## config.mk

```make
export PLATFORM = sky130hd
export DESIGN_NAME = instr_fetch_unit
export DESIGN_NICKNAME = d
export VERILOG_FILES = /design/src/rtl/riscv_pkg.sv /design/src/rtl/fetch_fifo.sv /design/src/rtl/instr_fetch_unit.sv
export SDC_FILE = /design/constraint.sdc
export NUM_CORES = 1
export LEC_CHECK = 0
export ABC_CLOCK_PERIOD_IN_PS = 7590
export BUFFER_PORTS_ARGS = -buffer_cell sky130_fd_sc_hd__clkbuf_2
export CAP_MARGIN = 10
export CORE_MARGIN = 5
export CORE_UTILIZATION = 35
export DETAILED_ROUTE_END_ITERATION = 10
export HOLD_SLACK_MARGIN = 0.03
export PLACE_DENSITY = 0.55
export SLEW_MARGIN = 15
export SYNTH_ARGS = -nofsm -noshare
export SYNTH_HDL_FRONTEND = slang
export SYNTH_HIERARCHICAL = 1
export SYNTH_SLANG_ARGS = --single-unit
```

## constraint.sdc

```tcl
create_clock -name clk -period 7.59 [get_ports clk]
set_clock_uncertainty 0.15 [all_clocks]
set_input_delay 0.759 -clock clk [delete_from_list [all_inputs] [get_ports clk]]
set_output_delay 0.759 -clock clk [all_outputs]
set_load 0.005 [all_outputs]
```

## src/rtl/riscv_pkg.sv

```systemverilog
// rtl/riscv_pkg.sv - shared fetch types and constants
package riscv_pkg;

   typedef enum logic [1:0] {
      IDLE = 2'd0,
      REQ  = 2'd1,
      WAIT = 2'd2
   } fetch_state_t;

   typedef struct packed {
      logic [31:0] code;
      logic [31:0] pc;
   } fetch_entry_t;

   localparam int unsigned INST_BYTES = 4;
   localparam logic [31:0] NOP_INST   = 32'h0000_0013;

endpackage

```

## src/rtl/fetch_fifo.sv

```systemverilog
// rtl/fetch_fifo.sv - shifting instruction buffer with registered head entry
module fetch_fifo
   import riscv_pkg::*;
#(
   parameter int DEPTH = 2,
   localparam int CW   = $clog2(DEPTH + 1)
) (
   input  logic          clk,
   input  logic          rst_n,
   input  logic          flush,
   input  logic          push,
   input  logic          pop,
   input  fetch_entry_t  din,
   output fetch_entry_t  head,
   output logic [CW-1:0] count
);

   fetch_entry_t  mem [DEPTH];
   logic [CW-1:0] wr_idx;

   // Entries shift toward slot 0 on pop, so the head is always a flop.
   assign wr_idx = pop ? count - CW'(1) : count;
   assign head   = mem[0];

   always_ff @(posedge clk) begin
      if (!rst_n) begin
         count <= '0;
         for (int i = 0; i < DEPTH; i++) mem[i] <= '0;
      end else if (flush) begin
         count <= '0;
      end else begin
         for (int i = 0; i < DEPTH - 1; i++) begin
            if (pop) mem[i] <= mem[i+1];
         end
         for (int i = 0; i < DEPTH; i++) begin
            if (push && i == int'(wr_idx)) mem[i] <= din;
         end
         count <= count + CW'(push) - CW'(pop);
      end
   end

endmodule

```

## src/rtl/instr_fetch_unit.sv

```systemverilog
// rtl/instr_fetch_unit.sv - fetch PC, imem handshake and redirect flush; option FETCH_MISALIGN_CHECK_EN
module instr_fetch_unit
   import riscv_pkg::*;
#(
   parameter logic [31:0] RESET_PC   = 32'h0000_0000,
   parameter int          FIFO_DEPTH = 2
) (
   input  logic        clk,
   input  logic        rst_n,
   output logic        imem_req,
   output logic [31:0] imem_addr,
   input  logic        imem_gnt,
   input  logic        imem_rvalid,
   input  logic [31:0] imem_rdata,
   input  logic        redirect_valid,
   input  logic [31:0] redirect_pc,
   output logic        inst_valid,
   input  logic        inst_ready,
   output logic [31:0] inst_code,
   output logic [31:0] inst_pc
`ifdef FETCH_MISALIGN_CHECK_EN
   ,
   output logic        misalign_fault
`endif
);

   localparam int CW = $clog2(FIFO_DEPTH + 1);

   fetch_state_t  state;
   fetch_state_t  redirect_state;
   logic [31:0]   fetch_pc;
   logic [31:0]   req_pc;
   logic [31:0]   target;
   logic          discard;
   logic          push;
   logic          pop;
   logic          outstanding;
   logic          fault;
   logic          bad_target;
   logic [CW-1:0] count;
   fetch_entry_t  head;
   int            space;
   int            space_after;

   assign imem_req   = (state == REQ);
   assign imem_addr  = fetch_pc;
   assign inst_valid = (count != '0);
   assign inst_code  = head.code;
   assign inst_pc    = head.pc;
   assign target     = {redirect_pc[31:2], 2'b00};

`ifdef FETCH_MISALIGN_CHECK_EN
   assign bad_target     = (redirect_pc[1:0] != 2'b00);
   assign misalign_fault = fault;

   always_ff @(posedge clk) begin
      if (!rst_n) fault <= 1'b0;
      else if (redirect_valid) fault <= bad_target;
   end
`else
   logic unused_pc_lsbs;
   assign unused_pc_lsbs = ^redirect_pc[1:0];
   assign bad_target     = 1'b0;
   assign fault          = 1'b0;
`endif

   always_comb begin
      pop         = inst_valid && inst_ready && !redirect_valid;
      push        = (state == WAIT) && imem_rvalid && !discard && !redirect_valid;
      space       = FIFO_DEPTH - int'(count) - ((state == WAIT) ? 1 : 0);
      space_after = FIFO_DEPTH - (int'(count) + (push ? 1 : 0) - (pop ? 1 : 0));
      // A request still in flight after this edge must have its response dropped.
      outstanding = ((state == WAIT) && !imem_rvalid) || ((state == REQ) && imem_gnt);
      if (outstanding)     redirect_state = WAIT;
      else if (bad_target) redirect_state = IDLE;
      else                 redirect_state = REQ;
   end

   always_ff @(posedge clk) begin
      if (!rst_n) begin
         state    <= IDLE;
         fetch_pc <= RESET_PC;
         req_pc   <= RESET_PC;
         discard  <= 1'b0;
      end else if (redirect_valid) begin
         state    <= redirect_state;
         fetch_pc <= target;
         discard  <= outstanding;
      end else begin
         case (state)
            IDLE: if (space > 0 && !fault) state <= REQ;
            REQ: begin
               if (imem_gnt) begin
                  req_pc   <= fetch_pc;
                  fetch_pc <= fetch_pc + INST_BYTES;
                  state    <= WAIT;
               end
            end
            WAIT: begin
               if (imem_rvalid) begin
                  discard <= 1'b0;
                  state   <= (space_after > 0 && !fault) ? REQ : IDLE;
               end
            end
            default: state <= IDLE;
         endcase
      end
   end

   fetch_fifo #(.DEPTH(FIFO_DEPTH)) u_fifo (
      .clk   (clk),
      .rst_n (rst_n),
      .flush (redirect_valid),
      .push  (push),
      .pop   (pop),
      .din   ('{code: imem_rdata, pc: req_pc}),
      .head  (head),
      .count (count)
   );

endmodule

```

==> results of run 1 <==
-- synthesized netlist by cell type (7+ instances only) --
cell	instances	area, um^2
buf_6	8	90.1
nand2_1	77	289
buf_2	7	35.0
nand2b_1	8	50.1
xor2_1	7	61.3
o21ai_0	30	150
and2_1	70	438
dfxtp_1	65	1300
a22o_1	8	70.1
a31oi_1	13	81.3
buf_4	66	495
a21boi_0	32	240
or4_1	12	90.1
a22o_2	56	561
edfxtp_1	128	3840
ha_1	8	100
xnor2_1	7	61.3
o31ai_1	12	90.1
a21oi_1	9	45.0
clkbuf_1	27	101
nand3_1	8	40.0
inv_1	12	45.0
nand4_1	11	68.8
-- power breakdown --
| part | switching, uW | internal (uW) | total (uW) | leakage [uW] |
|---|---|---|---|---|
| sequential | 32.7 | 1160 | 1190 | 0.00185 |
| clock | 443 | 476 | 918 | 0.000295 |
| combinational | 75.6 | 55.0 | 131 | 0.00179 |
-- logic make-up (layout without fill, tap and decap cells) --
kind of cell / after synthesis / in the layout / share of synthesized area [%]
AND/OR/NAND/NOR: 229 / 229 / 14.3
flip-flops: 193 / 193 / 57.7
AO/OA/AOI/OAI: 178 / 178 / 15.8
buffers and inverters: 124 / 217 / 8.88
XOR/XNOR: 15 / 15 / 1.56
adder cells (fa/ha/maj): 10 / 10 / 1.57
other: 1 / 7 / 0.0420
multiplexers: 1 / 1 / 0.112
-- metrics by stage --
stage,total power [uW],util [%],area [um^2],instances
2_1_floorplan,1290,-,8940,756
3_3_place_gp,1340,37.9,9520,1147
3_5_place_dp,1350,37.9,9520,1147
4_1_cts,2280,40.3,10100,1179
5_1_grt,2330,40.4,10100,1180
6_report,2240,40.4,10100,1180
-- worst max-delay path, delay by kind of cell --
kind | cells | cell delay, ns
adders and majority gates | 1 | 0.43
buffers and inverters | 5 | 1.98
and+or+nand+nor | 3 | 0.63
-- placed cells by master, fill, tap and decap left out, drive strengths merged, types with 4 or more instances in the layout --
master    n
a21oi     9
and2     70
dfxtp    65
nand2b    8
or4      13
ha        8
clkbuf  180
nand2    77
o311a     4
inv      20
conb      6
nand3     8
a22o     64
xnor2     8
buf       9
edfxtp  128
nor4      6
nor3      6
nand4    12
a31oi    13
a21boi   32
nor2      4
xor2      7
and3      6
and4      4
o21ai    30
or3       4
clkinv    6
o31ai    12
-- registers in the layout (all words and copies together) (netlist names) --
register,count
u_fifo/count,2
imem_addr,30
discard,1
u_fifo/mem,128
req_pc,30
state,2
-- metal layers --
metal	track usage, %	vias up	part of all wire [%]
met5	0	-	0
met4	4.20	0	1.5
met3	3.38	20	6.4
met2	22.8	146	47
met1	18.7	2716	45
li1	-	2854	-
-- area by class of cell --
cell class / instances / area (um^2)
Antenna cell: 1 / 2.50
Timing Repair Buffer: 172 / 883
Clock buffer: 17 / 425
Tap cell: 330 / 413
Multi-Input combinational cell: 439 / 3030
Fill cell: 2485 / 15000
Clock inverter: 15 / 184
Inverter: 13 / 48.8
Sequential cell: 193 / 5140
-- path summary, 6_finish.rpt --
check                           slack (ns)                  startpoint  depth (start not counted)                               to
worst max register to register        3.62  u_fifo/count[1]$_SDFF_PP0_                         10  u_fifo/mem[0][11]$_SDFFCE_PN0P_
worst min register to register        0.33     req_pc[12]$_SDFFE_PN0P_                          2          req_pc[12]$_SDFFE_PN0P_
worst min-delay path                  0.33     req_pc[12]$_SDFFE_PN0P_                          2          req_pc[12]$_SDFFE_PN0P_
worst max-delay path                  3.55              redirect_valid                          9  u_fifo/mem[0][11]$_SDFFCE_PN0P_
==> run metrics, run 1 <==
cell at the slowest stage of the critical path=buf_4; FMAX=247 MHz; worst-path maximum fanout=65; GPL Wtd Cong=between 0.7 and 0.8; # hold bufs at CTS=0; fin nets=about 920; CTS tree=done; hold slack=roughly 0.33 ns; die width=roughly 170 um; Final Max Tran Viols=0; largest net degree at the start of global routing=68; post-synthesis sequential area ratio=approximately 58%; max_slew headroom=between 30% and 40%; Pre-Repair DR Iteration Count=4; vias=~5,700; first-pass GRT wire length=about 32 mm; io pins=168; # clock sinks=a little under 200; Cell Chain, Critical Path=clkbuf_2, clkinv_1, and3_1, ha_1, inv_1, nor3_2, buf_4, nand3b_1, buf_4; HPWL Detailed=approximately 13 mm; share of cells above drive strength 1=32.0%; DRC Markers=0; CTS max path bufs=2; Post-synth EDFFs=between 100 and 150; ANT nets after route=0; library cells used by synthesis=56; vias in the first global route=5,611; slowest stage delay, CP=0.66 ns; CP endpoint kind=register; postcts setup bufs=0; Syn. warnings=6; Clock Latency Late Sink=about 0.43 ns; gr ovfl total=0; H-tree levels=4; Mapped Avg Cell Area=between 10 and 15 um^2; Place WS=about 3 ns; asr flop ratio synth=0%; Root Buffer=clkbuf_16; Rows=58; Most used DFF post-synth=edfxtp_1; Iteration-0 DRC Markers=about 320; Die ar.=approximately 0.029 mm^2; Leakage=around 0.004 uW; worst-margin pin slew=slightly above 0.9 ns; post-route minimum period=~4.0 ns; Worst path most repeated cell=buf_4; outcome=complete, no violations; total CTS buffers=17; critical path class=input pin to register; Final Hold Viols=0; PD cells=between 200 and 250 mW/mm^2; IR drop worst, VDD=0.000103 V; Cell Area, Synth=between 0.008 and 0.009 mm^2; final WL=20.0 mm; min-delay worst type=register to register; antenna violations before repair=1; Req. time, crit path=7.49 ns; sum of negative setup slack=0 ns; Syn-to-layout area delta=13.6%; Yosys reg bits=193; Buffers on Ports=about 160; Worst EP arrival=3.94 ns; Worst Slack Setup Final=between 3 and 4 ns; Starting Density=~36%; startpoint type of the worst setup path=input pin; CTS clk-pin slew, worst paths=0.07 ns; area of the core=~0.025 mm^2; vias per inst=between 4 and 5; total of max-cap violations=0; unrepaired setup endpoints after global routing=false; Die Height=around 170 um; Total GRT Usage=14.0%; final setup fails=0; period utilisation layout=a little over half; synthesized instance count=about 750; CTS-repair resized insts=0; DR WL/cell=about 17 um
(Power assumes the default switching activity.)
==> inputs of run 2 (changes only) <==
--- a/config.mk
+++ b/config.mk
@@ -5,7 +5,7 @@
 export SDC_FILE = /design/constraint.sdc
 export NUM_CORES = 1
 export LEC_CHECK = 0
-export ABC_CLOCK_PERIOD_IN_PS = 7590
+export ABC_CLOCK_PERIOD_IN_PS = 3500
 export BUFFER_PORTS_ARGS = -buffer_cell sky130_fd_sc_hd__clkbuf_2
 export CAP_MARGIN = 10
 export CORE_MARGIN = 5
==> constraint.sdc (replaced) <==
create_clock -name clk -period 3.5 [get_ports clk]
set_clock_uncertainty 0.15 [all_clocks]
set_input_delay 0.35 -clock clk [delete_from_list [all_inputs] [get_ports clk]]
set_output_delay 0.35 -clock clk [all_outputs]
set_load 0.005 [all_outputs]
==> run metrics, run 2 (same netlist as run 1, synthesis figures left out) <==
Placed Instances=1,152 (+0.44%); gr ovfl total=0 (unchanged); Cell Chain, Critical Path=inv_2, ha_4, inv_2, and3_4, ha_1, inv_1, ha_1, inv_1, fa_1, xnor2_1, a221o_1, a21oi_1, o21ai_0; fill cell count=2,481 (-0.16%); Die ar.=0.0288 mm^2 (unchanged); # clock sinks=193 (unchanged); Crit path buffers/inverters=4 (-1); most common cell after layout, fill and taps aside=clkbuf_2; Worst EP arrival=2.96 ns (-0.98 ns); DR WL met2=9.75 mm (+3.2%); WL met3=929 um (-27%); final setup fails=0 (unchanged); Pre-Repair DR Iteration Count=5 (+1); worst-margin pin slew=0.919 ns (-0.00521 ns); CTS clk-pin slew, worst paths=0.08 ns (about the same); Starting Density=35.5% (unchanged); critical path class=register to register; r2r worst-path depth=13 (+3); delay-heaviest family, CP=adder cells; n_diodes=0 (-1); Iteration-0 DRC Markers=372 (+18%); ANT nets after route=0 (unchanged); hold_sp=redirect_pc[10]; vias=5,854 (+2.1%); total of max-cap violations=0 (unchanged); postcts setup bufs=0 (unchanged); Util after Layout=41.1% (+0.71 points); Buffers on Ports=163 (unchanged); post-route minimum period=about 2.8 ns; CTS tree=done; antenna violations before repair=1 (unchanged); Final Hold Viols=0 (unchanged); Root Buffer=clkbuf_16; Final Max Tran Viols=0 (unchanged); M1 WL=9.46 mm (+5.1%); Worst R2R Start=u_fifo/count[1]$_SDFF_PP0_; H-tree levels=4 (unchanged); Rows=58 (unchanged); FMAX=roughly 360 MHz; area of the core=0.0251 mm^2 (unchanged); max FFs per register=128 (unchanged); IR drop worst, VDD=0.000249 V (+140%); share of cells above drive strength 1=33.3% (+1.3 points); Req. time, crit path=3.67 ns (-3.82 ns); PD cells=470 mW/mm^2 (+110%); startpoint type of the worst setup path=register; fin nets=926 (+1.1%); outcome=complete, no violations; max_slew headroom=38.2% (-0.22 points); Total GRT Usage=14.2% (+0.14 points); cell at the slowest stage of the critical path=dfxtp_4; Final Non-Filler Cells=1,189 (+0.76%); DR WL/cell=17.1 um (+0.63%); Top reg by flops=u_fifo/mem; CTS max path bufs=2 (unchanged); first-pass GRT wire length=32.3 mm (+2.0%); total CTS buffers=17 (unchanged); worst-path maximum fanout=8 (-88%); worst hold path endpoint=imem_addr[10]$_SDFFE_PN0P_; Syn-to-layout area delta=15.6%; sum of negative setup slack=0 ns (unchanged); commonest non-fill, non-tap cells in the layout=163 x clkbuf_2, 128 x edfxtp_1, 77 x nand2_1, 70 x and2_1, 63 x dfxtp_1; DR top layer=met5; GPL Wtd Cong=0.761 (+2.8%); io pins=168 (unchanged); period utilisation layout=roughly 80%; DRC Markers=0 (unchanged); HPWL Detailed=13.2 mm (+2.9%); placed cell area=0.00967 mm^2 (+1.6%); hold slack=0.0540 ns (-0.277 ns); Die Height=170 um (unchanged); RR Endpoint=state[0]$_SDFFE_PN0P_; slowest stage delay, CP=0.44 ns (-0.22 ns); vias per inst=4.92 (+1.3%); unrepaired setup endpoints after global routing=false; Leakage=0.00400 uW (+1.5%); worst hold path depth=3 (+1); vias in the first global route=5,791 (+3.2%); R2R Setup Slk=0.71 ns (-2.91 ns); CP endpoint kind=register; die width=170 um (unchanged); fin area=0.0103 mm^2 (+1.8%); largest net degree at the start of global routing=67 (-1.5%); Clock Latency Late Sink=0.43 ns (about the same); min-delay worst type=input pin to register; final WL=20.3 mm (+1.4%)
==> run 2: timing repair <==
action,CTS,global route
hold buffers,5,0
hold endpoints to repair,5,0
resized for setup,0,0
==> run 2: power by group <==
group	switching [uW]	internal (uW)	total, uW
clock network	919	1050	1970
registers	73.2	2510	2580
logic	167	129	295
total	1160	3690	4850
==> run 2: layout make-up <==
type | count | area (um^2) | area share, %
multi-input combinational | 439 | 3090 | 29.9
inverter | 13 | 61.3 | 0.595
sequential | 193 | 5150 | 49.9
clock buffer | 19 | 454 | 4.40
tap | 330 | 413 | 4.00
timing repair buffer | 182 | 1010 | 9.78
clock inverter | 13 | 140 | 1.36
==> run 2: routing by layer <==
layer	vias to the layer above	GRT usage (%)
met2	135	23.2
met3	12	3.14
met1	2833	19.4
met4	2	3.15
li1	2872	-
met5	-	0
==> run 2: worst max path at each step <==
stage / from / endpoint / slack [ns] / depth (start not counted)
6_report: u_fifo/count[1]$_SDFF_PP0_ / state[0]$_SDFFE_PN0P_ / 0.71 / 13
5_1_grt: u_fifo/count[0]$_SDFF_PP0_ / state[0]$_SDFFE_PN0P_ / 0.48 / 13
3_5_place_dp: redirect_valid / state[0]$_SDFFE_PN0P_ / 0.62 / 12
3_3_place_gp: redirect_valid / state[0]$_SDFFE_PN0P_ / 0.67 / 12
2_1_floorplan: redirect_valid / u_fifo/mem[0][0]$_SDFFCE_PN0P_ / -0.60 / 10
4_1_cts: u_fifo/count[1]$_SDFF_PP0_ / state[0]$_SDFFE_PN0P_ / 0.68 / 13
==> run 2: through the flow <==
step           setup WS (ns)  total power (uW)
4_1_cts                0.680              4920
6_report               0.711              4850
2_1_floorplan         -0.604              2800
5_1_grt                0.481              5070
3_3_place_gp           0.670              2930
3_5_place_dp           0.616              2930
==> run 2: worst register-to-register path, stage by stage (launching register included) <==
cell and delay [ns]:
dfxtp_4 0.44, inv_2 0.08, ha_4 0.16, inv_2 0.04, and3_4 0.25, ha_1 0.25
inv_1 0.06, ha_1 0.13, inv_1 0.06, fa_1 0.37, xnor2_1 0.13, a221o_1 0.32
a21oi_1 0.15, o21ai_0 0.10
==> inputs of run 3 (changes only) <==
--- a/config.mk
+++ b/config.mk
@@ -5,7 +5,7 @@
 export SDC_FILE = /design/constraint.sdc
 export NUM_CORES = 1
 export LEC_CHECK = 0
-export ABC_CLOCK_PERIOD_IN_PS = 3500
+export ABC_CLOCK_PERIOD_IN_PS = 2300
 export BUFFER_PORTS_ARGS = -buffer_cell sky130_fd_sc_hd__clkbuf_2
 export CAP_MARGIN = 10
 export CORE_MARGIN = 5
==> constraint.sdc (replaced) <==
create_clock -name clk -period 2.3 [get_ports clk]
set_clock_uncertainty 0.15 [all_clocks]
set_input_delay 0.23 -clock clk [delete_from_list [all_inputs] [get_ports clk]]
set_output_delay 0.23 -clock clk [all_outputs]
set_load 0.005 [all_outputs]
==> run metrics, run 3 (same netlist as run 1, synthesis figures left out) <==
outcome=finished with violations; Die ar.=0.0288 mm^2 (unchanged); RR Endpoint=u_fifo/mem[0][45]$_SDFFCE_PN0P_; Root Buffer=clkbuf_16; Iteration-0 DRC Markers=317 (-15%); total of max-cap violations=0 (unchanged); critical path class=register to register; commonest non-fill, non-tap cells in the layout=163 x clkbuf_2, 128 x edfxtp_1, 76 x nand2_1, 70 x and2_1, 64 x dlygate4sd3_1; GPL Wtd Cong=0.739 (-2.9%); Worst Slack Setup Final=-0.114 ns (-0.825 ns); FMAX=414 MHz (+16%); vias=6,306 (+7.7%); CTS clk-pin slew, worst paths=0.08 ns (about the same); fill cell count=2,350 (-5.3%); hold slack=0.150 ns (+0.0961 ns); gr ovfl total=0 (unchanged); Buffers on Ports=163 (unchanged); max_slew headroom=61.0% (+23 points); final setup fails=174 (+174); final WL=21.9 mm (+7.8%); Comb pwr share=9.4% (+3.3 points); Final Max Tran Viols=0 (unchanged); IR drop worst, VDD=0.000481 V (+93%); Syn-to-layout area delta=31.8%; Top reg by flops=u_fifo/mem; R2R Setup Slk=-0.11 ns (-0.83 ns); min-delay worst type=input pin to register; r2r worst-path depth=12 (-1); antenna violations before repair=0 (-1); Worst Setup EP=u_fifo/mem[0][45]$_SDFFCE_PN0P_; CTS max path bufs=2 (unchanged); n_diodes=0 (unchanged); vias per inst=4.78 (-2.9%); area of the core=0.0251 mm^2 (unchanged); Internal=5700 uW (+55%); Psw=1770 uW (+53%); period utilisation layout=105% (+25 points); Total GRT Usage=14.1% (-0.087 points); largest net degree at the start of global routing=65 (-3.0%); Seq pwr share=52.0% (-1.2 points); sum of negative setup slack=-8.22 ns (-8.22 ns); DRC Markers=0 (unchanged); PD cells=635 mW/mm^2 (+35%); # clock sinks=193 (unchanged); Final Hold Viols=0 (unchanged); DR WL/cell=16.6 um (-2.8%); worst-path maximum fanout=16 (+8); CTS tree=done; most common cell after layout, fill and taps aside=clkbuf_2; Leakage=0.00467 uW (+17%); clock share of power=38.6% (-2.1 points); max FFs per register=128 (unchanged); Starting Density=35.5% (unchanged); failing checks=setup timing; Overall Power=7470 uW (+54%); Rows=58 (unchanged); startpoint type of the worst setup path=register; die width=170 um (unchanged); Die Height=170 um (unchanged); Crit. Startpoint=u_fifo/count[1]$_SDFF_PP0_; worst-margin pin slew=0.586 ns (-0.333 ns); Req. time, crit path=2.32 ns (-1.35 ns); unrepaired setup endpoints after global routing=true; HPWL Detailed=14.1 mm (+6.2%); fin area=0.0118 mm^2 (+14%); register area=0.00515 mm^2 (unchanged); ANT nets after route=0 (unchanged); io pins=168 (unchanged); H-tree levels=4 (unchanged); Pre-Repair DR Iteration Count=5 (unchanged); placed cell area=0.0102 mm^2 (+5.0%); Worst EP arrival=2.44 ns (-0.52 ns); Sw Share=23.7% (-0.21 points); CP endpoint kind=register; vias in the first global route=5,916 (+2.2%); first-pass GRT wire length=32.0 mm (-0.94%); Worst R2R Start=u_fifo/count[1]$_SDFF_PP0_; post-route minimum period=2.41 ns (-0.375 ns); footprint of the multi-input gates=0.00313 mm^2 (+1.3%); total CTS buffers=17 (unchanged); share of cells above drive strength 1=36.9% (+3.6 points); Clock Latency Late Sink=0.42 ns (about the same); fin nets=1,056 (+14%)
[run 3: cell types whose count changed in the layout (fill, tap and decap cells not counted), sizes merged]
cell         before  now
buf              14   79
dlygate4sd3       5   64
clkbuf          182  186
clkinvlp          0    4
inv              21   19
[run 3: metrics by stage]
stage          std cells  setup WS [ns]  utilization [%]
2_1_floorplan        756          -1.80                -
4_1_cts             1311         -0.116             46.0
6_report            1319         -0.114             46.8
3_3_place_gp        1206         -0.230             40.4
3_5_place_dp        1206         -0.268             40.4
5_1_grt             1319         -0.195             46.8
[run 3: cell type report]
cell class              instances  share of cell area [%]
multi-input cells             439                    26.6
inverters                      13                   0.500
flip-flops and latches        193                    43.8
clock buffers                  17                    3.62
clock inverters                15                    1.26
repair buffers                312                    20.8
well taps                     330                    3.51
[run 3: how the worst min path moves through the flow]
| stage | start | endpoint | cells after the start |
|---|---|---|---|
| floorplan | redirect_pc[10] | imem_addr[10]$_SDFFE_PN0P_ | 2 |
| global placement | req_pc[18]$_SDFFE_PN0P_ | req_pc[18]$_SDFFE_PN0P_ | 2 |
| detailed placement | req_pc[18]$_SDFFE_PN0P_ | req_pc[18]$_SDFFE_PN0P_ | 2 |
| CTS | rst_n | u_fifo/mem[0][74]$_SDFFCE_PN0P_ | 3 |
| global route | rst_n | u_fifo/mem[0][74]$_SDFFCE_PN0P_ | 3 |
| finish | rst_n | u_fifo/mem[0][74]$_SDFFCE_PN0P_ | 3 |
[run 3: what timing repair did]
| item | in CTS | in global routing |
|---|---|---|
| setup buffers | 6 | 1 |
| hold buffers | 64 | 0 |
| pin swaps | 10 | 3 |
| endpoints found under the setup margin | 188 | 192 |
| endpoints found under the hold margin | 96 | 0 |
| cloned | 3 | 7 |
| resized for setup | 13 | 11 |
[run 3: routing by layer]
metal  vias up  part of all wire [%]  global-route usage [%]  routed length (um)
met2       200                    47                    22.1               10200
met1      2943                    47                    19.8               10200
met3        21                   5.4                    2.73                1190
met4         0                   1.4                    4.41                 314
li1       3142                     -                       -                   -
met5         -                     0                       0                   0
[run 3: worst max-delay path: stages, from the launching register on]
cell	delay, ns
dfxtp_4	0.36
inv_4	0.04
ha_4	0.14
inv_2	0.05
and3_4	0.18
buf_4	0.16
nand2b_4	0.08
xnor2_4	0.20
buf_12	0.14
o32ai_4	0.09
buf_12	0.16
clkbuf_16	0.18
a22o_2	0.22
[run 3: power by group through the flow]
stage	sequential, uW	clock (uW)	combinational (uW)
after detailed placement	3960	0	573
after global placement	3960	0	573
after global routing	3900	3110	772
after CTS	3880	2970	695
final	3880	2890	705
after floorplan	3980	0	275
